## config.mk

```make
export PLATFORM = sky130hd
export DESIGN_NAME = arb_egress_buffer_flat
export DESIGN_NICKNAME = d
export VERILOG_FILES = /design/src/rtl/arb_egress_pkg.sv /design/src/rtl/arb_egress_buffer_if.sv /design/src/rtl/arb_egress_buffer_ff.sv /design/src/rtl/arb_egress_ohe.sv /design/src/rtl/arb_egress_buffer.sv /design/src/flat_wrapper.sv
export SDC_FILE = /design/constraint.sdc
export NUM_CORES = 1
export LEC_CHECK = 0
export ABC_AREA = 1
export CAP_MARGIN = 20
export CORE_ASPECT_RATIO = 1.75
export CORE_MARGIN = 2
export CORE_UTILIZATION = 45
export DETAILED_ROUTE_END_ITERATION = 10
export PLACE_DENSITY_LB_ADDON = 0.12
export SLEW_MARGIN = 25
export SYNTH_ARGS = -nofsm -noshare
export SYNTH_HDL_FRONTEND = slang
export SYNTH_SLANG_ARGS = --single-unit
```

## constraint.sdc

```tcl
create_clock -name clk -period 1.5 [get_ports clk]
set_input_delay 0.3 -clock clk [delete_from_list [all_inputs] [get_ports clk]]
set_output_delay 0.3 -clock clk [all_outputs]
set_load 0.02 [all_outputs]
```

## src/rtl/arb_egress_pkg.sv

```systemverilog
// Shared types and helpers for the arbiter egress buffer.
package arb_egress_pkg;

  // Occupancy of the two-entry egress buffer
  typedef enum logic [1:0] {
    EMPTY = 2'd0,
    ONE   = 2'd1,
    FULL  = 2'd2
  } state_t;

  // Requestor id width; a single requestor still carries a 1-bit id
  function automatic int idwid(input int n);
    return (n > 1) ? $clog2(n) : 1;
  endfunction

  // Default configuration, also used to size the stored entry type
  localparam int DEF_NUM_REQS = 4;
  localparam int DEF_WIDTH    = 8;
  localparam int DEF_IDWID    = idwid(DEF_NUM_REQS);

  // One buffered packet: requestor id plus payload
  typedef struct packed {
    logic [DEF_IDWID-1:0] id;
    logic [DEF_WIDTH-1:0] data;
  } entry_t;

endpackage

```

## src/rtl/arb_egress_buffer_if.sv

```systemverilog
// Arbiter-side and sink-side signals of the egress buffer.
// master = arbiter/FIFOs/sink environment, slave = the buffer.
interface arb_egress_buffer_if
  import arb_egress_pkg::*;
#(
  parameter int NUM_REQS = DEF_NUM_REQS,
  parameter int WIDTH    = DEF_WIDTH
);
  localparam int IDWID = idwid(NUM_REQS);

  logic [NUM_REQS-1:0]       gnt;
  logic [NUM_REQS*WIDTH-1:0] flat_data_out;
  logic                      blk;
  logic                      out_vld;
  logic                      out_rdy;
  logic [WIDTH-1:0]          out_data;
  logic [IDWID-1:0]          out_id;
  logic                      gnt_err;

  modport master (
    output gnt, flat_data_out, out_rdy,
    input  blk, out_vld, out_data, out_id, gnt_err
  );

  modport slave (
    input  gnt, flat_data_out, out_rdy,
    output blk, out_vld, out_data, out_id, gnt_err
  );
endinterface

```

## src/rtl/arb_egress_buffer_ff.sv

```systemverilog
// Shared register primitive: sync active-high reset to zero, load enable.
module arb_egress_ff #(
  parameter int W = 1
) (
  input  logic         clk,
  input  logic         rst,
  input  logic         en,
  input  logic [W-1:0] d,
  output logic [W-1:0] q
);
  // Reset wins; otherwise load when enabled
  always_ff @(posedge clk) begin
    if (rst)     q <= '0;
    else if (en) q <= d;
  end
endmodule

```

## src/rtl/arb_egress_ohe.sv

```systemverilog
// Grant encoder: lowest set bit wins, plus multi-hot detection.
module arb_egress_ohe
  import arb_egress_pkg::*;
#(
  parameter int N  = DEF_NUM_REQS,
  parameter int IW = idwid(N)
) (
  input  logic [N-1:0]  req,
  output logic [IW-1:0] idx,
  output logic          any,
  output logic          multi
);
  // Scan high to low so the lowest set bit is the last assignment
  always_comb begin
    idx = '0;
    for (int i = N - 1; i >= 0; i--)
      if (req[i]) idx = IW'(i);
  end

  assign any   = |req;
  // Clearing the lowest set bit leaves something only if 2+ bits were set
  assign multi = |(req & (req - N'(1)));
endmodule

```

## src/rtl/arb_egress_buffer.sv

```systemverilog
// Egress buffer behind the DWRR arbiter: captures the granted FIFO head,
// tags it with the requestor id, and holds up to two packets in order.
// blk is raised while both entries are occupied.
// Optional per-requestor departure counters: define ARB_EGRESS_STATS_EN.
module arb_egress_buffer
  import arb_egress_pkg::*;
#(
  parameter int NUM_REQS = DEF_NUM_REQS,
  parameter int WIDTH    = DEF_WIDTH
`ifdef ARB_EGRESS_STATS_EN
  , parameter int STWID  = 16
`endif
) (
  input  logic                      clk,
  input  logic                      rst,
  arb_egress_buffer_if.slave        bus
`ifdef ARB_EGRESS_STATS_EN
  , output logic [NUM_REQS*STWID-1:0] stats_flat
`endif
);
  localparam int IDWID = idwid(NUM_REQS);

  typedef struct packed {
    logic [IDWID-1:0] id;
    logic [WIDTH-1:0] data;
  } ent_t;
  localparam int EW = $bits(ent_t);

  state_t           state;
  logic             blk_q, vld_q, err_q;
  logic             wr_ptr, rd_ptr;
  logic [IDWID-1:0] idx;
  logic             any, multi;
  logic             cap, pop;
  ent_t             wr_ent, head;
  ent_t [1:0]       ent_q;

  arb_egress_ohe #(.N(NUM_REQS), .IW(IDWID)) u_ohe (
    .req(bus.gnt), .idx(idx), .any(any), .multi(multi)
  );

  // Grants are only honoured while not blocking; pops need a valid head
  assign cap    = any & ~blk_q;
  assign pop    = vld_q & bus.out_rdy;
  assign wr_ent = '{id: idx, data: bus.flat_data_out[idx*WIDTH +: WIDTH]};

  for (genvar e = 0; e < 2; e++) begin : g_ent
    arb_egress_ff #(.W(EW)) u_ent (
      .clk(clk), .rst(rst), .en(cap & (wr_ptr == 1'(e))),
      .d(wr_ent), .q(ent_q[e])
    );
  end

  arb_egress_ff #(.W(1)) u_wr (.clk(clk), .rst(rst), .en(cap), .d(~wr_ptr), .q(wr_ptr));
  arb_egress_ff #(.W(1)) u_rd (.clk(clk), .rst(rst), .en(pop), .d(~rd_ptr), .q(rd_ptr));

  // Sticky: dropped grant while blocked, or more than one grant bit
  arb_egress_ff #(.W(1)) u_err (
    .clk(clk), .rst(rst), .en(1'b1),
    .d(err_q | (any & blk_q) | multi), .q(err_q)
  );

  // Occupancy FSM; blk and out_vld are registered decodes of the next state
  always_ff @(posedge clk) begin
    if (rst) begin
      state <= EMPTY;
      blk_q <= 1'b0;
      vld_q <= 1'b0;
    end else begin
      unique case (state)
        EMPTY: if (cap) begin
          state <= ONE;
          vld_q <= 1'b1;
        end
        ONE: begin
          if (cap && !pop) begin
            state <= FULL;
            blk_q <= 1'b1;
          end else if (pop && !cap) begin
            state <= EMPTY;
            vld_q <= 1'b0;
          end
        end
        FULL: if (pop) begin
          state <= ONE;
          blk_q <= 1'b0;
        end
        default: begin
          state <= EMPTY;
          blk_q <= 1'b0;
          vld_q <= 1'b0;
        end
      endcase
    end
  end

  // Stale entries stay in storage, so mask the head when nothing is valid
  assign head         = ent_q[rd_ptr];
  assign bus.blk      = blk_q;
  assign bus.out_vld  = vld_q;
  assign bus.out_data = vld_q ? head.data : '0;
  assign bus.out_id   = vld_q ? head.id : '0;
  assign bus.gnt_err  = err_q;

`ifdef ARB_EGRESS_STATS_EN
  for (genvar r = 0; r < NUM_REQS; r++) begin : g_stat
    logic [STWID-1:0] cnt_q;
    arb_egress_ff #(.W(STWID)) u_cnt (
      .clk(clk), .rst(rst), .en(pop & (head.id == IDWID'(r))),
      .d(cnt_q + STWID'(1)), .q(cnt_q)
    );
    assign stats_flat[r*STWID +: STWID] = cnt_q;
  end
`endif
endmodule
```

## src/flat_wrapper.sv

```systemverilog
// flat-port wrapper written by rule: the top's interface ports become plain ports
module arb_egress_buffer_flat import arb_egress_pkg::*;
#(
  parameter int NUM_REQS = DEF_NUM_REQS,
  parameter int WIDTH    = DEF_WIDTH

)
  (clk, rst, bus_gnt, bus_flat_data_out, bus_out_rdy, bus_blk, bus_out_vld, bus_out_data, bus_out_id, bus_gnt_err);
  arb_egress_buffer_if #(.NUM_REQS(NUM_REQS), .WIDTH(WIDTH)) bus_i ();
  input  logic clk;
  input  logic rst;
  input wire logic [$bits(bus_i.gnt)-1:0] bus_gnt;
  input wire logic [$bits(bus_i.flat_data_out)-1:0] bus_flat_data_out;
  input wire logic [$bits(bus_i.out_rdy)-1:0] bus_out_rdy;
  output wire logic [$bits(bus_i.blk)-1:0] bus_blk;
  output wire logic [$bits(bus_i.out_vld)-1:0] bus_out_vld;
  output wire logic [$bits(bus_i.out_data)-1:0] bus_out_data;
  output wire logic [$bits(bus_i.out_id)-1:0] bus_out_id;
  output wire logic [$bits(bus_i.gnt_err)-1:0] bus_gnt_err;
  assign bus_i.gnt = bus_gnt;
  assign bus_i.flat_data_out = bus_flat_data_out;
  assign bus_i.out_rdy = bus_out_rdy;
  assign bus_blk = bus_i.blk;
  assign bus_out_vld = bus_i.out_vld;
  assign bus_out_data = bus_i.out_data;
  assign bus_out_id = bus_i.out_id;
  assign bus_gnt_err = bus_i.gnt_err;
  arb_egress_buffer #(.NUM_REQS(NUM_REQS), .WIDTH(WIDTH)) u_core (.clk(clk), .rst(rst), .bus(bus_i));
endmodule
```

==> metrics.md, run 1 <==
| Metric | Value |
|---|---|
| Category of the critical setup timing path | reg2out |
| Number of cells on the critical path | 4 |
| Area overhead of the layout relative to synthesis | 47.5% |
| Critical path's top delay family | buffers and inverters |
| Minimum setup slack after placement | -0.346 ns |
| Bufs on Longest Clock Path | 2 |
| Starting DRT DRC Count | 26 |
| Count of distinct cell types in the synthesized netlist | 22 |
| Post-synthesis adder-cell area fraction | 0 |
| Number of antenna violations at the first check in global routing | 0 |
| Average wire per cell in the routed design | 11.6 µm |
| Multiplexer fraction of the synthesized cell area | 0 |
| Net switching power | 0.00128 W |
| Power Dens Cells | 1250 nW/µm² |
| Cells along the critical path | inv_6, buf_4, a21oi_1, buf_2 |
| Critical Path Fanout Max | 14 |
| Area of the multi-input gates | 932 µm² |
| Sequential power share | 0.336 |
| CP endpoint | bus_out_data[4] |
| Cell count after synthesis | 261 |
| CTS root buffer | clkbuf_8 |
| Residual DRC count | 0 |
| Setup violators final | 0 |
| Core Footprint | 3590 µm² |
| IO Count | 52 |
| Placed wire-length estimate | 3280 µm |
| Post-Synthesis Net Count | 300 |
| Final hold violations | 0 |
| Synth Warn # | 0 |
| Seq. cell area | 546 µm² |
| Worst Hold Depth | 2 |
| Die width | 50.1 µm |
| Yosys reg bits | 27 |
| Worst relative slew slack | 0.816 |
| Final Net Count | 370 |
| Worst setup path startpoint | u_core.u_rd.q$_SDFFE_PP0P_ |
| Number of cells traversed by the worst register-to-register path | 7 |
| Final setup margin | 0.00718 ns |
| Bufs and invs on worst path | 3 |
| Critical-path top delay cell | dfxtp_4 |
| Xor and xnor area share after synthesis | 0 |
| Largest family of logic cells by synthesized area | simple AND/OR/NAND/NOR gates |
| CTS tree | yes |
| Worst ir drop on vdd | 691 µV |
| Required @ worst endpoint | 1.20 ns |
| Die height | 84.7 µm |
| Critical Path Max Stage Delay | 0.38 ns |
| Number of levels the H-tree was split into | 1 |
| Largest net degree at the start of global routing | 16 |
| Cell Area, Placed | 2380 µm² |
| Switching portion of total power | 0.415 |
| RSZ-0062 raised after global routing | yes |
| Static leakage | 1.30 nW |
| Die ar. | 4240 µm² |
| Clock buffer count from CTS | 3 |
| Run status | finished, final reports clean |
| Number of buffers inserted by hold repair at cts | 0 |
| Fin. max-slew vios | 0 |
| Global-route wire length before repair | 7160 µm |
| Final std cells w/o fill | 376 |
| Minimum setup slack among reg-to-reg paths | 0.29 ns |
| Starting density of the core | 0.466 |
| Residual overflow from global routing | 0 |
| Area of all placed cells without fillers | 2470 µm² |
| Complex-gate fraction of the synthesized area | 0.139 |
| Routed vias/inst | 4.68 |
| Part of the Yosys area used for sequential elements | 0.323 |
| Path category of the worst min-delay check | reg2reg |
| Total Routed Length | 4350 µm |
| Element type at the critical path start | flop |
| Simple logic cell fraction of the synthesized area | 0.392 |
| Endpoint of the worst register-to-register path | u_core.g_ent[0].u_ent.q[4]$_SDFFE_PP0P_ |
| Clock network fraction of design power | 0.134 |
| Post-synthesis instance area | 1670 µm² |
| Relative contribution of combinational cells to total power | 0.530 |
| Total number of vias | 1759 |
| Internal Power | 0.00180 W |
| Post-route minimum period | 1.49 ns |
| Vias in the first global route | 1700 |
| Clock net sink count | 27 |
| Worst Path Arrival | 1.19 ns |
| Cell Count Post-Placement | 372 |
| Total iterations of the first detailed-routing run | 4 |
| Inserted Diodes | 0 |
| Transition time at the pin with the least slew margin | 0.275 ns |
| All-Layer GR Usage | 0.216 |
| R2R Path Start | u_core.bus.blk$_SDFFE_PP0P_ |
| Share of the clock period used by the worst path | 0.995 |
| Ratio of cells with drive above 1 in the final layout | 0.230 |
| Max-capacitance violation count | 0 |
| Clock input transition at the sequential cells of the worst setup and hold paths | 0.09 ns |
| Top achievable clock speed | 0.670 GHz |
| Source-to-sink clock delay at the later pin of the worst-skew pair | 0.27 ns |
| Global placer's final weighted congestion | 0.769 |
| Final setup skew | 0.00309 ns |
| Number of antenna-violating nets in the routed design | 0 |
| Filler cell count | 320 |
| Mean area per synthesized cell | 6.41 µm² |
| Critical Path End Type | output port |
| Buffers on Ports | 51 |
| Number of core rows | 29 |
[flip-flops by register name (all words and copies together) (netlist names)]
register	cells
u_core.u_rd.q	1
u_core.state	2
u_core.bus.blk	1
u_core.g_ent.u_ent.q	20
u_core.u_err.q	1
u_core.u_wr.q	1
u_core.bus.out_vld	1
[how the worst min path moves through the flow]
stage	from	to	slack [ns]
final	u_core.g_ent[1].u_ent.q[1]$_SDFFE_PP0P_	u_core.g_ent[1].u_ent.q[1]$_SDFFE_PP0P_	0.45
after global routing	u_core.g_ent[1].u_ent.q[2]$_SDFFE_PP0P_	u_core.g_ent[1].u_ent.q[2]$_SDFFE_PP0P_	0.48
after CTS	u_core.g_ent[1].u_ent.q[1]$_SDFFE_PP0P_	u_core.g_ent[1].u_ent.q[1]$_SDFFE_PP0P_	0.45
after detailed placement	u_core.g_ent[1].u_ent.q[1]$_SDFFE_PP0P_	u_core.g_ent[1].u_ent.q[1]$_SDFFE_PP0P_	0.43
after global placement	u_core.g_ent[1].u_ent.q[1]$_SDFFE_PP0P_	u_core.g_ent[1].u_ent.q[1]$_SDFFE_PP0P_	0.43
after floorplan	u_core.g_ent[1].u_ent.q[0]$_SDFFE_PP0P_	u_core.g_ent[1].u_ent.q[0]$_SDFFE_PP0P_	0.42
[power by group through the flow]
stage	combinational (W)	sequential, W	clock, W
final	0.00163	0.00104	0.000413
after detailed placement	0.00156	0.00103	0
after CTS	0.00151	0.00103	0.000423
after global routing	0.00179	0.00106	0.000457
after global placement	0.00154	0.00103	0
after floorplan	0.000889	0.00105	0
[Yosys cell counts, drive strengths merged]
cell    count  share of area
a21oi      25          0.075
a31oi       1         0.0037
buf         2          0.011
clkbuf      3         0.0067
dfxtp      27           0.32
inv        57           0.13
nand2      82           0.21
nand3      29           0.11
nand3b      8          0.036
nor2        8          0.024
nor3        1         0.0097
o2111a      1         0.0067
o21ai      14          0.042
o21bai      1         0.0045
o22ai       2         0.0075
[per-layer routing]
layer  up-vias  share of wire  track usage
li1        949              -            -
met1       764           0.40        0.238
met2        41           0.56        0.414
met3         5          0.027       0.0178
met4         0          0.014       0.0732
met5         -              0            0
[area by class of cell]
class | instances | share of cell area
clock inverter | 1 | 0.00203
multi-input combinational | 172 | 0.378
tap | 46 | 0.0233
timing repair buffer | 70 | 0.270
inverter | 57 | 0.0897
clock buffer | 3 | 0.0167
sequential | 27 | 0.221
[worst min-delay path, stage by stage (launching register included)]
cell,delay [ns]
dfxtp_1,0.32
nand2_1,0.06
nand2_1,0.04
[placed cells by master (no fill, tap or decap), types with 8 or more instances in the layout]
cell type and n:
a21oi_1 17, buf_4 22, clkdlybuf4s50_1 34, dfxtp_1 25, inv_1 48, nand2_1 69, nand2_2 10, nand3_1 21
nand3_2 8, nand3b_1 8, o21ai_0 8
[metrics by stage]
stage | util | hold slack, ns | total power (W) | setup TNS (ns)
final | 0.687 | 0.454 | 0.00308 | 0
after global routing | 0.687 | 0.477 | 0.00331 | -0.0264
after CTS | 0.666 | 0.454 | 0.00296 | 0
after detailed placement | 0.662 | 0.433 | 0.00260 | -7.90
after global placement | 0.662 | 0.430 | 0.00256 | -7.00
after floorplan | - | 0.421 | 0.00194 | 0
[repair_timing]
action / in CTS / in global routing
setup buffers: 0 / 0
resized for setup: 53 / 28
pin swaps: 0 / 4
endpoints found under the setup margin: 13 / 26
[cells by family after synthesis]
logic type | Yosys count
AND/OR/NAND/NOR | 128
flip-flops | 27
AO/OA/AOI/OAI | 44
buffers and inverters | 62
No activity file was read; power rests on OpenSTA's default activity.
==> inputs of run 2 (changes only) <==
--- a/config.mk
+++ b/config.mk
@@ -6,6 +6,7 @@
 export NUM_CORES = 1
 export LEC_CHECK = 0
 export ABC_AREA = 1
+export ABC_CLOCK_PERIOD_IN_PS = 1500
 export CAP_MARGIN = 20
 export CORE_ASPECT_RATIO = 1.75
 export CORE_MARGIN = 2
==> results of run 2 <==
Same layout as run 1: the final DEF is identical, and so are final timing and power.
==> inputs of run 3 (changes only) <==
==> constraint.sdc (replaced) <==
create_clock -name clk -period 1.5 [get_ports clk]
set_input_delay 0.3 -clock clk [delete_from_list [all_inputs] [get_ports clk]]
set_output_delay 0.3 -clock clk [all_outputs]
set_load 0.05 [all_outputs]
==> metrics.md, run 3 (same netlist as run 1, synthesis figures left out) <==
| Metric | Value |
|---|---|
| Run status | finished, final reports clean |
| Share of the clock period used by the worst path | 0.986 |
| Die height | 84.7 µm |
| Worst ir drop on vdd | 819 µV |
| Final setup skew | 0.00270 ns |
| Residual overflow from global routing | 0 |
| Average wire per cell in the routed design | 11.5 µm |
| Flip-flop count of the largest register after layout | 20 |
| Number of antenna violations at the first check in global routing | 0 |
| Ratio of cells with drive above 1 in the final layout | 0.247 |
| Largest net degree at the start of global routing | 15 |
| Total iterations of the first detailed-routing run | 4 |
| Element type at the critical path start | flop |
| IO Count | 52 |
| Clock input transition at the sequential cells of the worst setup and hold paths | 0.09 ns |
| Leading cell types in the layout, fill and taps excluded | nand2_1, inv_1, clkdlybuf4s50_1 |
| Starting DRT DRC Count | 31 |
| Path category of the worst min-delay check | reg2reg |
| Largest registers ranked by flip-flop count | u_core.g_ent.u_ent.q (20), u_core.state (2) |
| Vias in the first global route | 1737 |
| Most frequent standard cell in the layout excluding fill and tap cells | nand2_1 |
| Number of levels the H-tree was split into | 1 |
| Critical Path Fanout Max | 14 |
| Critical Path End Type | output port |
| Final setup margin | 0.0203 ns |
| Required @ worst endpoint | 1.20 ns |
| Max-capacitance violation count | 0 |
| Total number of vias | 1817 |
| CTS root buffer | clkbuf_8 |
| Die ar. | 4240 µm² |
| RSZ-0062 raised after global routing | yes |
| Total Routed Length | 4290 µm |
| Power Total | 0.00374 W |
| Area overhead of the layout relative to synthesis | 60.9% |
| Static leakage | 1.33 nW |
| All-Layer GR Usage | 0.217 |
| Number of buffers inserted by hold repair at cts | 0 |
| Critical-path top delay cell | dfxtp_4 |
| Placed wire-length estimate | 3550 µm |
| Post-route minimum period | 1.48 ns |
| Number of core rows | 29 |
| CP endpoint | bus_out_data[5] |
| Starting density of the core | 0.466 |
| Die width | 50.1 µm |
| Number of antenna-violating nets in the routed design | 0 |
| CTS tree | yes |
| Worst setup path startpoint | u_core.u_rd.q$_SDFFE_PP0P_ |
| Residual DRC count | 0 |
| Global placer's final weighted congestion | 0.800 |
| R2R Path Start | u_core.bus.blk$_SDFFE_PP0P_ |
| Worst Path Arrival | 1.18 ns |
| Category of the critical setup timing path | reg2out |
| Setup violators final | 0 |
| Clock buffer count from CTS | 3 |
| Cells along the critical path | inv_8, buf_6, a21oi_4, buf_12 |
| Final hold violations | 0 |
| Routed vias/inst | 4.86 |
| Number of cells traversed by the worst register-to-register path | 8 |
| Source-to-sink clock delay at the later pin of the worst-skew pair | 0.27 ns |
| Worst Hold Depth | 2 |
| Global-route wire length before repair | 7250 µm |
| Clock net sink count | 27 |
| Bufs on Longest Clock Path | 2 |
| Core Footprint | 3590 µm² |
| Power Dens Cells | 1390 nW/µm² |
| Transition time at the pin with the least slew margin | 0.260 ns |
| Top achievable clock speed | 0.676 GHz |
| Worst relative slew slack | 0.827 |
| Minimum setup slack after placement | -0.267 ns |
| Critical Path Max Stage Delay | 0.39 ns |
| Final Net Count | 368 |
| Endpoint of the worst register-to-register path | u_core.g_ent[1].u_ent.q[5]$_SDFFE_PP0P_ |
| Most flop-heavy register | u_core.g_ent.u_ent.q |
| Inserted Diodes | 0 |
| Buffers on Ports | 51 |
| Fin. max-slew vios | 0 |
| Minimum setup slack among reg-to-reg paths | 0.33 ns |
[run 3: worst min-delay path by stage]
stage | start | endpoint | slack, ns
finish | u_core.g_ent[1].u_ent.q[0]$_SDFFE_PP0P_ | u_core.g_ent[1].u_ent.q[0]$_SDFFE_PP0P_ | 0.46
detailed placement | u_core.g_ent[1].u_ent.q[1]$_SDFFE_PP0P_ | u_core.g_ent[1].u_ent.q[1]$_SDFFE_PP0P_ | 0.44
CTS | u_core.g_ent[1].u_ent.q[2]$_SDFFE_PP0P_ | u_core.g_ent[1].u_ent.q[2]$_SDFFE_PP0P_ | 0.46
global placement | u_core.g_ent[1].u_ent.q[0]$_SDFFE_PP0P_ | u_core.g_ent[1].u_ent.q[0]$_SDFFE_PP0P_ | 0.43
global route | u_core.g_ent[1].u_ent.q[1]$_SDFFE_PP0P_ | u_core.g_ent[1].u_ent.q[1]$_SDFFE_PP0P_ | 0.47
floorplan | u_core.g_ent[1].u_ent.q[0]$_SDFFE_PP0P_ | u_core.g_ent[1].u_ent.q[0]$_SDFFE_PP0P_ | 0.42
[run 3: metrics by stage]
stage | area (µm²) | util | TNS (ns) | hold slack, ns | std cells
2_1_floorplan | 1810 | - | 0 | 0.421 | 261
3_5_place_dp | 2580 | 0.719 | -5.73 | 0.438 | 368
3_3_place_gp | 2580 | 0.719 | -4.95 | 0.433 | 368
5_1_grt | 2690 | 0.750 | -0.0567 | 0.474 | 374
6_report | 2690 | 0.750 | 0 | 0.457 | 374
4_1_cts | 2650 | 0.736 | 0 | 0.461 | 372
[run 3: critical path: cells and delay by family (launching register included)]
family	cells	cell delay, ns
buffers and inverters	3	0.35
AOI/OAI and AO/OA	1	0.16
DFF	1	0.39
[run 3: layout make-up]
class,instances,area (µm²)
multi-input combinational,172,1020
inverter,57,224
timing repair buffer,68,802
tap,46,57.6
fill,281,898
clock buffer,4,45.0
sequential,27,548
[run 3: power by group]
part,switching [W],internal [W]
sequential,0.000166,0.000931
combinational,0.00125,0.000987
clock,0.000219,0.000190
total,0.00163,0.00211
[run 3: timing repair]
action / in CTS / in global routing
setup endpoints to repair: 10 / 27
endpoints found under the hold margin: 0 / 0
resized for setup: 16 / 11
setup buffers: 0 / 2
pin swaps: 5 / 1
[run 3: routing by layer]
metal	global-route usage	routed length [µm]	up-vias	part of all wire
met5	0	0	-	0
met4	0.106	117	0	0.027
met3	0.0178	208	6	0.049
met2	0.404	2330	68	0.54
met1	0.235	1630	798	0.38
li1	-	-	945	-
